`config.mk`:
```
export PLATFORM = sky130hd
export DESIGN_NAME = hit_capture_flat
export DESIGN_NICKNAME = d
export VERILOG_FILES = /design/src/rtl/hit_capture_pkg.sv /design/src/rtl/hit_capture_if.sv /design/src/rtl/hit_capture_key_debounce.sv /design/src/rtl/hit_capture.sv /design/src/flat_wrapper.sv
export SDC_FILE = /design/constraint.sdc
export NUM_CORES = 1
export LEC_CHECK = 0
export ABC_CLOCK_PERIOD_IN_PS = 3800
export CAP_MARGIN = 40
export CORE_MARGIN = 2
export CORE_UTILIZATION = 32
export CTS_BUF_LIST = sky130_fd_sc_hd__clkbuf_16
export CTS_CLUSTER_SIZE = 16
export DETAILED_ROUTE_END_ITERATION = 10
export GPL_TIMING_DRIVEN = 1
export HOLD_SLACK_MARGIN = 0.03
export MAX_ROUTING_LAYER = met4
export PLACE_DENSITY = 0.58
export SYNTH_ARGS = -nofsm -noshare
export SYNTH_HDL_FRONTEND = slang
export SYNTH_SLANG_ARGS = --single-unit
```
`constraint.sdc`:
```
create_clock -name clk -period 3.8 [get_ports clk]
set_clock_uncertainty 0.1 [all_clocks]
set_input_delay 0.76 -clock clk [delete_from_list [all_inputs] [get_ports clk]]
set_output_delay 0.76 -clock clk [all_outputs]
set_load 0.02 [all_outputs]
```
`src/rtl/hit_capture_pkg.sv`:
```
// Shared constants and types for the play-mode hit capture stage.
// Module parameters default to the values defined here.
package hit_capture_pkg;

    localparam int NOTE_KEY_BITS   = 7;
    localparam int LENGTH_KEY_BITS = 4;
    localparam int CLOCK_BITS      = 32;
    localparam int OCTAVE_BITS     = 2;
    localparam int NOTE_BITS       = 3;
    localparam int LENGTH_BITS     = 2;
    localparam int OCT_MIN         = 0;
    localparam int OCT_MAX         = 2;
    localparam int OCT_RESET       = 1;
    localparam int DEBOUNCE_CYCLES = 1000000;

    typedef enum logic [1:0] {
        OCT_HOLD,
        OCT_INC,
        OCT_DEC
    } oct_cmd_e;

endpackage

```
`src/rtl/hit_capture_if.sv`:
```
// Valid/ready hit-event channel from the capture stage to the scoring/sound path.
interface hit_if #(
    parameter int CLOCK_BITS  = hit_capture_pkg::CLOCK_BITS,
    parameter int OCTAVE_BITS = hit_capture_pkg::OCTAVE_BITS
);
    import hit_capture_pkg::*;

    logic                   hit_valid;
    logic                   hit_ready;
    logic [OCTAVE_BITS-1:0] hit_octave;
    logic [NOTE_BITS-1:0]   hit_note;
    logic [LENGTH_BITS-1:0] hit_length;
    logic [CLOCK_BITS-1:0]  hit_clock;

    modport master (
        output hit_valid, hit_octave, hit_note, hit_length, hit_clock,
        input  hit_ready
    );

    modport slave (
        input  hit_valid, hit_octave, hit_note, hit_length, hit_clock,
        output hit_ready
    );

endinterface

```
`src/rtl/hit_capture_key_debounce.sv`:
```
// Two-flop synchroniser followed by a per-bit stability debouncer.
// A bit's level flips only after CYCLES consecutive disagreeing samples.
module key_debounce
    import hit_capture_pkg::*;
#(
    parameter int WIDTH  = 1,
    parameter int CYCLES = DEBOUNCE_CYCLES
) (
    input  logic             clk,
    input  logic             rst,
    input  logic [WIDTH-1:0] raw,
    output logic [WIDTH-1:0] level
);

    localparam int CNT_BITS = $clog2(CYCLES + 1);
    typedef logic [CNT_BITS-1:0] cnt_t;
    localparam cnt_t CNT_LAST = cnt_t'(CYCLES - 1);

    logic [WIDTH-1:0] sync1_q, sync2_q;
    logic [WIDTH-1:0] level_q, level_d;
    cnt_t             cnt_q [WIDTH];
    cnt_t             cnt_d [WIDTH];

    // Flipping on the last disagreeing sample returns the counter to zero, so it never wraps.
    always_comb begin
        level_d = level_q;
        for (int i = 0; i < WIDTH; i++) begin
            cnt_d[i] = '0;
            if (sync2_q[i] != level_q[i]) begin
                if (cnt_q[i] >= CNT_LAST) begin
                    level_d[i] = sync2_q[i];
                end else begin
                    cnt_d[i] = cnt_q[i] + cnt_t'(1);
                end
            end
        end
    end

    always_ff @(posedge clk) begin
        if (rst) begin
            sync1_q <= '0;
            sync2_q <= '0;
            level_q <= '0;
            cnt_q   <= '{default: '0};
        end else begin
            sync1_q <= raw;
            sync2_q <= sync1_q;
            level_q <= level_d;
            cnt_q   <= cnt_d;
        end
    end

    assign level = level_q;

endmodule

```
`src/rtl/hit_capture.sv`:
```
// Play-mode input stage: debounces note/length/octave keys and turns each
// new note press into one timestamped hit event on a single-entry channel.
module hit_capture #(
    parameter int NOTE_KEY_BITS   = hit_capture_pkg::NOTE_KEY_BITS,
    parameter int LENGTH_KEY_BITS = hit_capture_pkg::LENGTH_KEY_BITS,
    parameter int CLOCK_BITS      = hit_capture_pkg::CLOCK_BITS,
    parameter int OCTAVE_BITS     = hit_capture_pkg::OCTAVE_BITS,
    parameter int OCT_MAX         = hit_capture_pkg::OCT_MAX,
    parameter int OCT_RESET       = hit_capture_pkg::OCT_RESET,
    parameter int DEBOUNCE_CYCLES = hit_capture_pkg::DEBOUNCE_CYCLES
) (
    input  logic                       clk,
    input  logic                       rst,
    input  logic                       en,
    input  logic [NOTE_KEY_BITS-1:0]   note_key,
    input  logic [LENGTH_KEY_BITS-1:0] length_key,
    input  logic                       oct_up,
    input  logic                       oct_down,
    input  logic [CLOCK_BITS-1:0]      system_clock,
    hit_if.master                      hit,
    output logic [NOTE_KEY_BITS-1:0]   note_held,
    output logic [OCTAVE_BITS-1:0]     octave,
    output logic                       overrun
);
    import hit_capture_pkg::*;

    logic [NOTE_KEY_BITS-1:0]   note_level, note_prev_q, note_rise;
    logic [LENGTH_KEY_BITS-1:0] len_level, len_prev_q, len_rise;
    logic [1:0]                 oct_level, oct_prev_q, oct_rise;
    logic [OCTAVE_BITS-1:0]     octave_q, octave_d;
    logic [LENGTH_BITS-1:0]     length_q, length_d;
    logic [NOTE_BITS-1:0]       new_note;
    oct_cmd_e                   oct_cmd;
    logic                       accept;

    logic                   hit_valid_q, hit_valid_d;
    logic [OCTAVE_BITS-1:0] hit_octave_q, hit_octave_d;
    logic [NOTE_BITS-1:0]   hit_note_q, hit_note_d;
    logic [LENGTH_BITS-1:0] hit_length_q, hit_length_d;
    logic [CLOCK_BITS-1:0]  hit_clock_q, hit_clock_d;
    logic                   overrun_q, overrun_d;

    key_debounce #(.WIDTH(NOTE_KEY_BITS), .CYCLES(DEBOUNCE_CYCLES)) u_note_db (
        .clk(clk), .rst(rst), .raw(note_key), .level(note_level)
    );

    key_debounce #(.WIDTH(LENGTH_KEY_BITS), .CYCLES(DEBOUNCE_CYCLES)) u_length_db (
        .clk(clk), .rst(rst), .raw(length_key), .level(len_level)
    );

    key_debounce #(.WIDTH(2), .CYCLES(DEBOUNCE_CYCLES)) u_oct_db (
        .clk(clk), .rst(rst), .raw({oct_up, oct_down}), .level(oct_level)
    );

    // Rises come from registered levels, so an event sees octave/length before this cycle's update.
    always_comb begin
        note_rise = note_level & ~note_prev_q;
        len_rise  = len_level & ~len_prev_q;
        oct_rise  = oct_level & ~oct_prev_q;

        new_note = '0;
        for (int i = NOTE_KEY_BITS - 1; i >= 0; i--) begin
            if (note_rise[i]) new_note = NOTE_BITS'(i + 1);
        end

        length_d = length_q;
        for (int i = LENGTH_KEY_BITS - 1; i >= 0; i--) begin
            if (len_rise[i]) length_d = LENGTH_BITS'(i);
        end

        case (oct_rise)
            2'b10:   oct_cmd = OCT_INC;
            2'b01:   oct_cmd = OCT_DEC;
            default: oct_cmd = OCT_HOLD;
        endcase

        octave_d = octave_q;
        case (oct_cmd)
            OCT_INC: if (octave_q < OCTAVE_BITS'(OCT_MAX)) octave_d = octave_q + OCTAVE_BITS'(1);
            OCT_DEC: if (octave_q > OCTAVE_BITS'(OCT_MIN)) octave_d = octave_q - OCTAVE_BITS'(1);
            default: octave_d = octave_q;
        endcase
    end

    always_comb begin
        accept       = hit_valid_q & hit.hit_ready;
        hit_valid_d  = hit_valid_q;
        hit_octave_d = hit_octave_q;
        hit_note_d   = hit_note_q;
        hit_length_d = hit_length_q;
        hit_clock_d  = hit_clock_q;
        overrun_d    = overrun_q;

        if (!en) begin
            hit_valid_d = 1'b0;
            hit_note_d  = '0;
            overrun_d   = 1'b0;
        end else if (new_note != '0) begin
            if (!hit_valid_q || accept) begin
                hit_valid_d  = 1'b1;
                hit_note_d   = new_note;
                hit_octave_d = octave_q;
                hit_length_d = length_q;
                hit_clock_d  = system_clock;
            end else begin
                overrun_d = 1'b1;
            end
        end else if (accept) begin
            hit_valid_d = 1'b0;
            hit_note_d  = '0;
        end
    end

    always_ff @(posedge clk) begin
        if (rst) begin
            note_prev_q  <= '0;
            len_prev_q   <= '0;
            oct_prev_q   <= '0;
            octave_q     <= OCTAVE_BITS'(OCT_RESET);
            length_q     <= '0;
            hit_valid_q  <= 1'b0;
            hit_octave_q <= '0;
            hit_note_q   <= '0;
            hit_length_q <= '0;
            hit_clock_q  <= '0;
            overrun_q    <= 1'b0;
        end else begin
            note_prev_q  <= note_level;
            len_prev_q   <= len_level;
            oct_prev_q   <= oct_level;
            octave_q     <= octave_d;
            length_q     <= length_d;
            hit_valid_q  <= hit_valid_d;
            hit_octave_q <= hit_octave_d;
            hit_note_q   <= hit_note_d;
            hit_length_q <= hit_length_d;
            hit_clock_q  <= hit_clock_d;
            overrun_q    <= overrun_d;
        end
    end

    assign hit.hit_valid  = hit_valid_q;
    assign hit.hit_octave = hit_octave_q;
    assign hit.hit_note   = hit_note_q;
    assign hit.hit_length = hit_length_q;
    assign hit.hit_clock  = hit_clock_q;
    assign note_held      = note_level;
    assign octave         = octave_q;
    assign overrun        = overrun_q;

endmodule

```
`src/flat_wrapper.sv`:
```
// flat-port wrapper written by rule: the top's interface ports become plain ports
module hit_capture_flat import hit_capture_pkg::*;
#(
    parameter int NOTE_KEY_BITS   = hit_capture_pkg::NOTE_KEY_BITS,
    parameter int LENGTH_KEY_BITS = hit_capture_pkg::LENGTH_KEY_BITS,
    parameter int CLOCK_BITS      = hit_capture_pkg::CLOCK_BITS,
    parameter int OCTAVE_BITS     = hit_capture_pkg::OCTAVE_BITS,
    parameter int OCT_MAX         = hit_capture_pkg::OCT_MAX,
    parameter int OCT_RESET       = hit_capture_pkg::OCT_RESET,
    parameter int DEBOUNCE_CYCLES = hit_capture_pkg::DEBOUNCE_CYCLES
)
  (clk, rst, en, note_key, length_key, oct_up, oct_down, system_clock, note_held, octave, overrun, hit_hit_valid, hit_hit_octave, hit_hit_note, hit_hit_length, hit_hit_clock, hit_hit_ready);
  hit_if #(.CLOCK_BITS(CLOCK_BITS), .OCTAVE_BITS(OCTAVE_BITS)) hit_i ();
  input  logic clk;
  input  logic rst;
  input  logic en;
  input  logic [NOTE_KEY_BITS-1:0] note_key;
  input  logic [LENGTH_KEY_BITS-1:0] length_key;
  input  logic oct_up;
  input  logic oct_down;
  input  logic [CLOCK_BITS-1:0] system_clock;
  output logic [NOTE_KEY_BITS-1:0] note_held;
  output logic [OCTAVE_BITS-1:0] octave;
  output logic overrun;
  output wire logic [$bits(hit_i.hit_valid)-1:0] hit_hit_valid;
  output wire logic [$bits(hit_i.hit_octave)-1:0] hit_hit_octave;
  output wire logic [$bits(hit_i.hit_note)-1:0] hit_hit_note;
  output wire logic [$bits(hit_i.hit_length)-1:0] hit_hit_length;
  output wire logic [$bits(hit_i.hit_clock)-1:0] hit_hit_clock;
  input wire logic [$bits(hit_i.hit_ready)-1:0] hit_hit_ready;
  assign hit_hit_valid = hit_i.hit_valid;
  assign hit_hit_octave = hit_i.hit_octave;
  assign hit_hit_note = hit_i.hit_note;
  assign hit_hit_length = hit_i.hit_length;
  assign hit_hit_clock = hit_i.hit_clock;
  assign hit_i.hit_ready = hit_hit_ready;
  hit_capture #(.NOTE_KEY_BITS(NOTE_KEY_BITS), .LENGTH_KEY_BITS(LENGTH_KEY_BITS), .CLOCK_BITS(CLOCK_BITS), .OCTAVE_BITS(OCTAVE_BITS), .OCT_MAX(OCT_MAX), .OCT_RESET(OCT_RESET), .DEBOUNCE_CYCLES(DEBOUNCE_CYCLES)) u_core (.clk(clk), .rst(rst), .en(en), .note_key(note_key), .length_key(length_key), .oct_up(oct_up), .oct_down(oct_down), .system_clock(system_clock), .hit(hit_i), .note_held(note_held), .octave(octave), .overrun(overrun));
endmodule
```
==> metrics.txt <==
post-CTS setup buffers=0; H-tree depth=2; Netlist cell types=51; Worst-Margin Slew=0.8419 ns; Fmax=393.7 MHz; fill count=4,503; initial antenna violation count=0; Fin. Hold Viols=0; Reg clk slew, reported paths=0.06 ns; final setup violation count=0; pwr/cell area=432.8 nW/µm²; IO Port Bufs=98; Max stage delay on crit path=0.68 ns; first-pass GRT wire length=48,360 µm; Yosys top cell by area=dfxtp_1; status=complete, no violations; RSZ-0062 raised after global routing=no; Multi-input gate area=7096 µm²; Die W=217.5 µm; CP max FO=8; Synth Instances=1,626; Synth Cell Area=14,590 µm²; Synth top area share=48.98%; Placed Area=16,230 µm²; WL per Instance=11.80 µm; share of post-route cells with drive strength above 1=4.579%; Tmin final=2.540 ns; synth top area cells=dfxtp_1, nor2_1, xor2_1; final instance area=17,480 µm²; Antenna Cells=0; Pwr Total=7.566 mW; commonest cells after routing, fill and taps aside=nor2_1, dfxtp_1, xor2_1; min-delay worst type=reg2reg; CP cell instances=clkdlybuf4s50_1; Num Clock Sinks=357; Crit Path Class=reg2out; top-level port count=99; GR Overflow Total=0; required time worst endpoint=2.94 ns; gr usage total=12.43%; DRC=0; period utilization=66.84%; routability cong.=0.7610; Yosys warning count=0; vias in the first global route=10,390; Syn Area/Cell=8.973 µm²; row count=78; Routed Antenna Nets=0; Initial Util=32.29%; commonest non-fill, non-tap cell in the layout=nor2_1; post-DP HPWL=18,900 µm; CP max stage cell=clkdlybuf4s50_1; setup tns final=0 ns; Peak VDD IR=311.9 µV; CTS resizes=0; Root Driver=clkbuf_16; number of nets in the layout=1,801; die height=217.5 µm; number of flops mapped to enable cells by yosys=0; DRT iter0 DRCs=531; syn nets=1,690; storage element area=7147 µm²; WHS=0.3369 ns; Synth Register Bits=357; Rel. slew slack=43.44%; register area share after synthesis=48.98%; Worst EP arrival=1.68 ns; largest net degree at the start of global routing=48; max_cap viols=0; Crit path max-delay family=buffers and inverters; Initial DRT Pass Iterations=4; Pins Over Slew Limit=0; Post-synth ARST share=0%; final WL=27,970 µm; Startpoint Class=flop; Area Overhead vs Synth=19.82%; via count=10,880; die area=47,320 µm²; Hold Buf Count CTS=0; CTS max path bufs=3; Buf/Inv on CP=1; CP endpoint kind=output pin; leakage=5.797 nW; clock buffer count from CTS=40; Via density=4.592; core area=45,190 µm²; Primary FF master, synth=dfxtp_1; CTS tree=done; worst-skew pair later-pin latency=0.55 ns
[synth_stat cells, drive strengths merged, types with 2 or more instances]
cell type / number
a41oi: 2
nor4: 15
o31ai: 3
xnor2: 102
nand4: 51
a21o: 2
dfxtp: 357
xor2: 135
nor2b: 52
a21oi: 11
or2: 2
nand2b: 11
buf: 11
a311oi: 2
and4: 14
or3: 8
mux2i: 36
mux2: 7
nand2: 88
nand3: 99
nand4b: 2
ha: 15
o41ai: 8
or4: 7
nor3b: 4
o21ai: 24
o211ai: 14
clkbuf: 30
a211oi: 8
nor3: 33
a31oi: 11
and2: 5
inv: 42
and3: 42
nor2: 363
[path summary, 6_finish.rpt]
kind / from / endpoint / slack, ns / cells past startpoint
setup / recovery: u_core.octave[0] / octave[0] / 1.26 / 1
setup reg to reg: u_core.u_note_db.level[0] / u_core.hit.hit_clock[23] / 1.47 / 6
hold / removal: u_core.u_note_db.sync1_q[1] / u_core.u_note_db.sync2_q[1] / 0.34 / 1
hold reg to reg: u_core.u_note_db.sync1_q[1] / u_core.u_note_db.sync2_q[1] / 0.34 / 1
[cell type report]
class	count	share of cell area (%)
Clock buffer	41	5.869
Clock inverter	33	1.267
Inverter	42	0.9018
Multi-Input combinational cell	1186	40.59
Sequential cell	357	40.88
Tap cell	600	4.294
Timing Repair Buffer	110	6.198
[sequential cells by signal, summed over array words and instances, names as in the netlist, 7 cells and up]
name	cells
u_core.u_note_db.cnt_q	140
u_core.u_length_db.cnt_q	80
u_core.u_oct_db.cnt_q	40
u_core.hit.hit_clock	32
u_core.note_prev_q	7
u_core.u_note_db.level	7
u_core.u_note_db.sync1_q	7
u_core.u_note_db.sync2_q	7
[metrics by stage]
| stage | utilization, % | cells | setup slack, ns |
|---|---|---|---|
| finish | 38.69 | 2369 | 1.260 |
| global placement | 35.91 | 2294 | 1.002 |
| detailed placement | 35.93 | 2295 | 0.9654 |
| CTS | 38.69 | 2369 | 1.207 |
| global route | 38.69 | 2369 | 1.174 |
| floorplan | - | 1626 | 1.836 |
[logic make-up after synthesis]
logic type	Yosys count	share of synthesized area, %
AO/OA/AOI/OAI	95	4.399
XOR/XNOR	237	14.23
adder cells (fa/ha/maj)	15	1.286
buffers and inverters	83	2.384
flip-flops	357	48.98
multiplexers	43	3.010
AND/OR/NAND/NOR	796	25.71
[layer usage]
metal  track usage [%]  vias to the layer above  wire length [µm]
met5                 -                        -                 0
met4             3.699                        0               615
met3             3.096                       45              1375
met2             19.30                      151             12010
met1             15.95                     4985             13970
li1                  -                     5698                 -
[power breakdown]
group / internal, mW / total, mW / switching, mW / leakage, nW
registers: 3.76 / 3.77 / 0.0102 / 2.88
logic: 0.0666 / 0.127 / 0.0602 / 2.26
clock network: 2.16 / 3.67 / 1.51 / 0.658
Note: power is estimated with default switching activity, not from simulation.
